`src/rtl/alu_pipe.sv`:
```
// Registered ALU with valid/ready handshakes, status flags and an iterative
// shift-add multiplier; holds one result until the consumer takes it.
module alu_pipe #(
  parameter int WIDTH = 8
) (
  input  logic             clk,
  input  logic             rst,
  input  logic             in_valid,
  output logic             in_ready,
  input  logic [WIDTH-1:0] a,
  input  logic [WIDTH-1:0] b,
  input  logic [3:0]       op,
  output logic             out_valid,
  input  logic             out_ready,
  output logic [WIDTH-1:0] y,
  output logic             zero,
  output logic             carry,
  output logic             ovf,
  output logic             neg
);
  localparam int SHW = $clog2(WIDTH);

  typedef enum logic {IDLE, MULT} state_t;

  state_t           state_reg, state_next;
  logic [WIDTH-1:0] y_reg, ma_reg, mb_reg, acc_reg;
  logic             zero_reg, carry_reg, ovf_reg, neg_reg, out_valid_reg;
  logic [SHW-1:0]   cnt_reg;

  logic [WIDTH:0]   sum_ext, diff_ext;
  logic [SHW-1:0]   shamt;
  logic [WIDTH-1:0] alu_y, acc_step;
  logic             alu_c, alu_v, is_mul, accept;

  assign sum_ext  = {1'b0, a} + {1'b0, b};
  assign diff_ext = {1'b0, a} - {1'b0, b};
  assign shamt    = b[SHW-1:0];
  assign is_mul   = (op == 4'b1010);
  assign accept   = in_valid && in_ready;
  assign acc_step = acc_reg + (mb_reg[0] ? ma_reg : '0);

  // A held result blocks new work unless it is drained on the same edge.
  assign in_ready  = (state_reg == IDLE) && !rst && (!out_valid_reg || out_ready);
  assign out_valid = out_valid_reg;
  assign y         = y_reg;
  assign zero      = zero_reg;
  assign carry     = carry_reg;
  assign ovf       = ovf_reg;
  assign neg       = neg_reg;

  always_comb begin
    alu_y = '0;
    alu_c = 1'b0;
    alu_v = 1'b0;
    case (op)
      4'b0000: begin
        alu_y = sum_ext[WIDTH-1:0];
        alu_c = sum_ext[WIDTH];
        alu_v = (a[WIDTH-1] == b[WIDTH-1]) && (sum_ext[WIDTH-1] != a[WIDTH-1]);
      end
      4'b0001: begin
        alu_y = diff_ext[WIDTH-1:0];
        alu_c = diff_ext[WIDTH];
        alu_v = (a[WIDTH-1] != b[WIDTH-1]) && (diff_ext[WIDTH-1] != a[WIDTH-1]);
      end
      4'b0010: alu_y = a & b;
      4'b0011: alu_y = a | b;
      4'b0100: alu_y = a ^ b;
      4'b0101: alu_y = a << shamt;
      4'b0110: alu_y = a >> shamt;
      4'b0111: alu_y = {{(WIDTH-1){1'b0}}, ($signed(a) < $signed(b))};
      4'b1000: alu_y = $signed(a) >>> shamt;
      4'b1001: alu_y = {{(WIDTH-1){1'b0}}, (a < b)};
      default: alu_y = '0;
    endcase
  end

  always_comb begin
    state_next = state_reg;
    case (state_reg)
      IDLE:    if (accept && is_mul) state_next = MULT;
      MULT:    if (cnt_reg == '0) state_next = IDLE;
      default: state_next = IDLE;
    endcase
  end

  always_ff @(posedge clk) begin
    if (rst) begin
      state_reg     <= IDLE;
      out_valid_reg <= 1'b0;
      y_reg         <= '0;
      zero_reg      <= 1'b1;
      carry_reg     <= 1'b0;
      ovf_reg       <= 1'b0;
      neg_reg       <= 1'b0;
      ma_reg        <= '0;
      mb_reg        <= '0;
      acc_reg       <= '0;
      cnt_reg       <= '0;
    end else begin
      state_reg <= state_next;
      if (state_reg == MULT) begin
        // One LSB-first shift-add step; the last step writes the result.
        acc_reg <= acc_step;
        ma_reg  <= ma_reg << 1;
        mb_reg  <= mb_reg >> 1;
        cnt_reg <= cnt_reg - 1'b1;
        if (cnt_reg == '0) begin
          y_reg         <= acc_step;
          zero_reg      <= (acc_step == '0);
          neg_reg       <= acc_step[WIDTH-1];
          carry_reg     <= 1'b0;
          ovf_reg       <= 1'b0;
          out_valid_reg <= 1'b1;
        end
      end else if (accept) begin
        if (is_mul) begin
          ma_reg        <= a;
          mb_reg        <= b;
          acc_reg       <= '0;
          cnt_reg       <= SHW'(WIDTH - 1);
          out_valid_reg <= 1'b0;
        end else begin
          y_reg         <= alu_y;
          zero_reg      <= (alu_y == '0);
          neg_reg       <= alu_y[WIDTH-1];
          carry_reg     <= alu_c;
          ovf_reg       <= alu_v;
          out_valid_reg <= 1'b1;
        end
      end else if (out_valid_reg && out_ready) begin
        out_valid_reg <= 1'b0;
      end
    end
  end
endmodule

```
`config.mk`:
```
export PLATFORM = sky130hd
export DESIGN_NAME = alu_pipe
export DESIGN_NICKNAME = d
export VERILOG_FILES = /design/src/rtl/alu_pipe.sv
export SDC_FILE = /design/constraint.sdc
export NUM_CORES = 1
export LEC_CHECK = 0
export ABC_AREA = 1
export BUFFER_PORTS_ARGS = -buffer_cell sky130_fd_sc_hd__buf_2
export CORE_ASPECT_RATIO = 0.7
export CORE_MARGIN = 4
export CORE_UTILIZATION = 50
export DETAILED_ROUTE_END_ITERATION = 12
export PLACE_DENSITY = 0.73
export SLEW_MARGIN = 15
export SYNTH_ARGS = -nofsm -noshare
export SYNTH_HDL_FRONTEND = slang
export SYNTH_SLANG_ARGS = --single-unit
```
`constraint.sdc`:
```
create_clock -name clk -period 3.45 [get_ports clk]
set_clock_uncertainty 0.1 [all_clocks]
set_input_delay 0.69 -clock clk [delete_from_list [all_inputs] [get_ports clk]]
set_output_delay 0.69 -clock clk [all_outputs]
set_load 0.02 [all_outputs]
```
# == Yosys cells after proc, flatten, opt, wreduce, memory -nomap -nowiden ==
# Cells that the tools add are included.
# classes
reduce_logical,22
muxes,43
add_sub_neg,4
bitwise,4
n_shift,3
eq_ne,16
order_cmp,2
# op_table
cell,count
8-bit 2-to-1 mux,11
8-bit one-hot mux with 10 select lines,1
1-bit 2-to-1 mux,22
7-bit 2-to-1 mux,3
"4-bit by 3-bit == test with 1-bit output, second input constant",4
8-bit logical NOT,2
8-bit < comparator,2
"4-bit == test, second input constant",3
8-bit by 8-bit adder with 9-bit output,1
3-bit 2-to-1 mux,3
8-bit by 8-bit subtractor with 9-bit output,1
8-bit adder,1
8-bit bitwise AND,1
"4-bit by 2-bit == test with 1-bit output, second input constant",2
8-bit bitwise OR,1
8-bit by 3-bit left shift with 8-bit output,1
8-bit by 3-bit >> shifter with 8-bit output,1
8-bit by 3-bit >>> shifter with 8-bit output,1
8-bit XOR,1
1-bit logical AND,7
1-bit one-hot mux with 2 select lines,3
2-bit AND reduction,3
"4-bit by 1-bit == test with 1-bit output, second input constant",1
4-bit logical NOT,1
13 further kinds,17
# totals
reg_bits,41
input_bits,24
output_inout_bits,14
elab_cells,107

# == Logic depth before layout (Yosys ltp) ==
# logic_depth
depth_word,7
depth_mapped,20
depth_no_buf,18

# == Worst setup path before layout ==
# Ideal clock, no wire load.
# synth_path
kind,input-to-reg
start,in b[2]
end,reg zero_reg (netlist: zero)
arrival_time_ps,2262
cell_stages,19
required_ps,3291
setup_ps,59
setup_slack_ps,1029
n_path_buf,2
path_cell_list,inv_1 buf_2 ha_1 buf_6 nor2_4 nand2_1 nand2_1 nand2_1 nand2_1 nand2_1 nand3_1 nand2_1 nor2_2 nand2_1 nor2_1 nand2_1 nand2_1 nand2_1 nand2_1
# synth_between
elab_chain_len,6
word_cells_on_any_way,15
cone_classes,add/sub (2); order compare (2); shift (3); mux (4); bitwise (3); reduce/logical (1)
# synth_lines
element,line_no,text
from (decl),11,"input logic [WIDTH-1:0] b,"
8-bit by 8-bit subtractor with 9-bit output (tied with other cells),36,"assign diff_ext = {1'b0, a} - {1'b0, b};"
8-bit one-hot mux with 10 select lines (*),55,case (op)
8-bit logical NOT (*),125,zero_reg <= (alu_y == '0);
1-bit 2-to-1 mux (*),117,if (is_mul) begin
1-bit 2-to-1 mux (*),116,end else if (accept) begin
1-bit 2-to-1 mux (*),102,if (state_reg == MULT) begin
to (signal assigned),110,zero_reg <= (acc_step == '0);
to (signal assigned),125,
to (decl),27,"logic zero_reg, carry_reg, ovf_reg, neg_reg, out_valid_reg;"
# Every way passes the cells marked *; elsewhere a longest branch is shown, timed or not. The select of a mux whose other input is x is not followed.
# A chain may end at the register's enable or synchronous reset.

# == Worst setup path after layout ==
# layout_path
start,in b[2]
end,reg y_reg[7] (netlist: y[7])
# layout_between
elab_chain_len,5
word_cells_on_any_way,9
cone_classes,add/sub (2); shift (3); mux (4)
# layout_lines
element,line_no,text
8-bit by 8-bit subtractor with 9-bit output (tied with other cells),36,
8-bit one-hot mux with 10 select lines (*),55,
8-bit 2-to-1 mux (*),117,
8-bit 2-to-1 mux (*),116,
8-bit 2-to-1 mux (*),102,
to (signal assigned),109,y_reg <= acc_step;
to (signal assigned),124,y_reg <= alu_y;
to (decl),26,"logic [WIDTH-1:0] y_reg, ma_reg, mb_reg, acc_reg;"
# Marks and branches as above.

==> flow_summary.ini <==
[die]
die_h_um = 82.6
io_pins = 38
dieArea_um2 = 9460
start_util_pct = 52.9
rows = 26
core_um2 = 7510
die_x_um = 115

[logic_synthesis]
yosysSeqAreaShare_pct = 20.1
synthFlopType = dfxtp_1
synth_top_family_by_area = simple AND/OR/NAND/NOR gates
ys_top_cells_by_count = nand2_1, nand3_1, inv_1, nor2_1, dfxtp_1
synth_fp_nets = 717
yosysTopAreaCell = dfxtp_1
synth_edf_count = 0
ys_types = 37
ys_ff_latch = 40
syn_area_um2 = 3980
synth-xor-area-share_pct = 2.42
async_flop_share_pct = 0
synthAdderAreaFrac_pct = 12.2
synth.area.mux_share_pct = 0
synth_warnings = 0
synth_simple_gate_area_share_pct = 40.6
synth_compound_area_share_pct = 13.4
synth.top_cells.by_area = dfxtp_1, nand2_1, ha_1
postSynthAreaPerCell_um2 = 6.06
syn_inst = 656
synth.most_common_cell = nand2_1
synth_top_area_share_pct = 20.1

[setup_path]
worstPathRequired_ns = 3.59
arrival_ns = 2.98
slowest_delay_ns = 0.55
start_kind = primary input
cpMostUsedCell = nand2_1
crit_type = primary input to register
crit_chain = buf_2 > inv_1 > ha_1 > inv_1 > a21oi_2 > nand2_1 > nand2_1 > nand2_1 > nand2_1 > nand3_1 > nand2_1 > nor2_2 > o211ai_1 > nand2_1 > inv_1
cp_slowest_cell = ha_1
crit_fanout = 14
timing.critical_path.to_type = register
crit_start = b[2]
timing.rr.start = mb_reg[0]

[finish]
fin_util_pct = 57.6
fin_area_um2 = 4330
drive_above_1_share_pct = 13.1
fill_cells = 768
fin_nets = 738
seq_area_um2 = 801
antenna_cells = 0
multi_input_area_um2 = 2730
synthToLayoutAreaGrowth_pct = 8.84

[power_and_ir_drop]
p_int_w = 0.000941
p_switching_w = 0.000439
peakVddDrop_uv = 260
p_leak_nw = 2.19
p_per_area_nw_per_um2 = 319
power.share.clock_pct = 40.2
p_comb_share_pct = 25.4
seq_power_share_pct = 34.4
p_sw_share_pct = 31.8

[timing]
rsz0062_at_grt = false
finalHoldViolations = 0
maxSlewViolCount = 0
slew_headroom_pct = 39.2
max_slew.worst_pin.slew_ns = 0.910
finalCritPeriodShare_pct = 82.5
period_needed_ns = 2.84
fmax_mhz = 351
setup_viol = 0
setup_tns_ns = 0

[hold_path]
hp-class = register to register
hp-start = acc_reg[2]

[routing]
route.detailed.drc = 0
vias_per_cell = 5.72
drtPass1Iterations = 5
vias = 4436
avgRoutedWirePerCell_um = 16.2
drt_iter0_drc = 450
drt-total-wl_um = 12500
ant_nets = 0

[cts]
cts.reportedPaths.clkPinSlew_ns = 0.06
hold_buffers = 0
htreeDepth = 2
cts_root_buf = clkbuf_16
clock_path_buffers = 2
cts_tree = built
postCtsResizedCells = 0
cts_buffers = 5
cts_sinks = 40
postCtsSetupRepairBufs = 0
insertion_delay_ns = 0.29

[grt]
grt_max_degree = 31
grt_pass1_wl_um = 19800
grt_usage_pct = 27.0
grt_pass1_vias = 3850
gr-total-overflow = 0
antenna_found_initial = 0

[flow_run]
maxCapViolations = 0

[place]
dp_hpwl_um = 9940
gp_congestion = 1.04
place_area_um2 = 4150
port_buffers = 37

[run_status]
status = complete, no violations
## path summary, 6_finish.rpt
| check | endpoint | slack (ns) | depth (start not counted) |
|---|---|---|---|
| worst min register to register | acc_reg[2] | 0.37 | 2 |
| worst min-delay path | acc_reg[2] | 0.37 | 2 |
| worst max register to register | zero | 1.13 | 15 |
| worst max-delay path | y[7] | 0.61 | 15 |
## per-stage QoR
stage	std cells	worst slack, ns	hold WS (ns)	total power, W
2_1_floorplan	656	1.03	0.344	0.000731
3_3_place_gp	768	0.481	0.349	0.000823
3_5_place_dp	768	0.378	0.361	0.000825
4_1_cts	776	0.661	0.371	0.00137
5_1_grt	776	0.353	0.403	0.00145
6_report	776	0.605	0.369	0.00138
## power by group through the flow
stage,clock network [W],logic (W),registers [W]
after floorplan,0,0.000240,0.000491
after global placement,0,0.000338,0.000485
after detailed placement,0,0.000340,0.000485
after CTS,0.000557,0.000341,0.000475
after global routing,0.000583,0.000387,0.000476
final,0.000554,0.000351,0.000475
## layout make-up
| cell class | count | share of cell area [%] |
|---|---|---|
| Clock buffer | 6 | 3.21 |
| Multi-Input combinational cell | 514 | 63.0 |
| Clock inverter | 2 | 0.896 |
| Tap cell | 98 | 2.83 |
| Timing Repair Buffer | 40 | 4.80 |
| Sequential cell | 40 | 18.5 |
| Inverter | 76 | 6.71 |
## cells in the final DEF (no fill, tap or decap)
master / count
a21oi_1: 36
nand2_1: 212
or2_2: 2
a22oi_1: 3
xnor2_1: 4
nor2_2: 12
buf_2: 37
nand3_2: 2
o21a_1: 2
clkbuf_8: 1
buf_4: 3
inv_1: 67
nor2_4: 2
a211oi_1: 1
o211ai_1: 3
nor2_1: 41
o21ai_1: 5
nand3_1: 76
clkbuf_16: 5
nor3_1: 2
nand4_1: 10
inv_4: 2
o21ai_0: 22
nand2_2: 11
inv_2: 7
a31oi_1: 17
clkinv_4: 1
fa_1: 3
a221oi_1: 1
bufinv_16: 1
nor4_1: 1
xor2_1: 7
a21oi_2: 3
o21bai_1: 1
dfxtp_1: 40
ha_1: 34
and2_1: 1
## routing by layer
| metal | GRT usage (%) | vias to the layer above | part of all wire (%) |
|---|---|---|---|
| met3 | 7.36 | 19 | 11 |
| met1 | 42.0 | 2023 | 50 |
| li1 | - | 2167 | - |
| met2 | 36.5 | 227 | 38 |
| met4 | 4.74 | 0 | 1.2 |
| met5 | 0 | - | 0 |
## kinds of logic after synthesis
family	after synthesis
AND/OR/NAND/NOR	372
adder cells (fa/ha/maj)	37
XOR/XNOR	11
buffers and inverters	102
AO/OA/AOI/OAI	94
flip-flops	40
## worst max-delay path, delay by kind of cell
kind,cells,cell delay (ns)
compound gates,2,0.38
simple gates,8,0.66
fa+ha+maj,1,0.55
buf+inv,4,0.68
No activity file was read; power rests on OpenSTA's default activity.
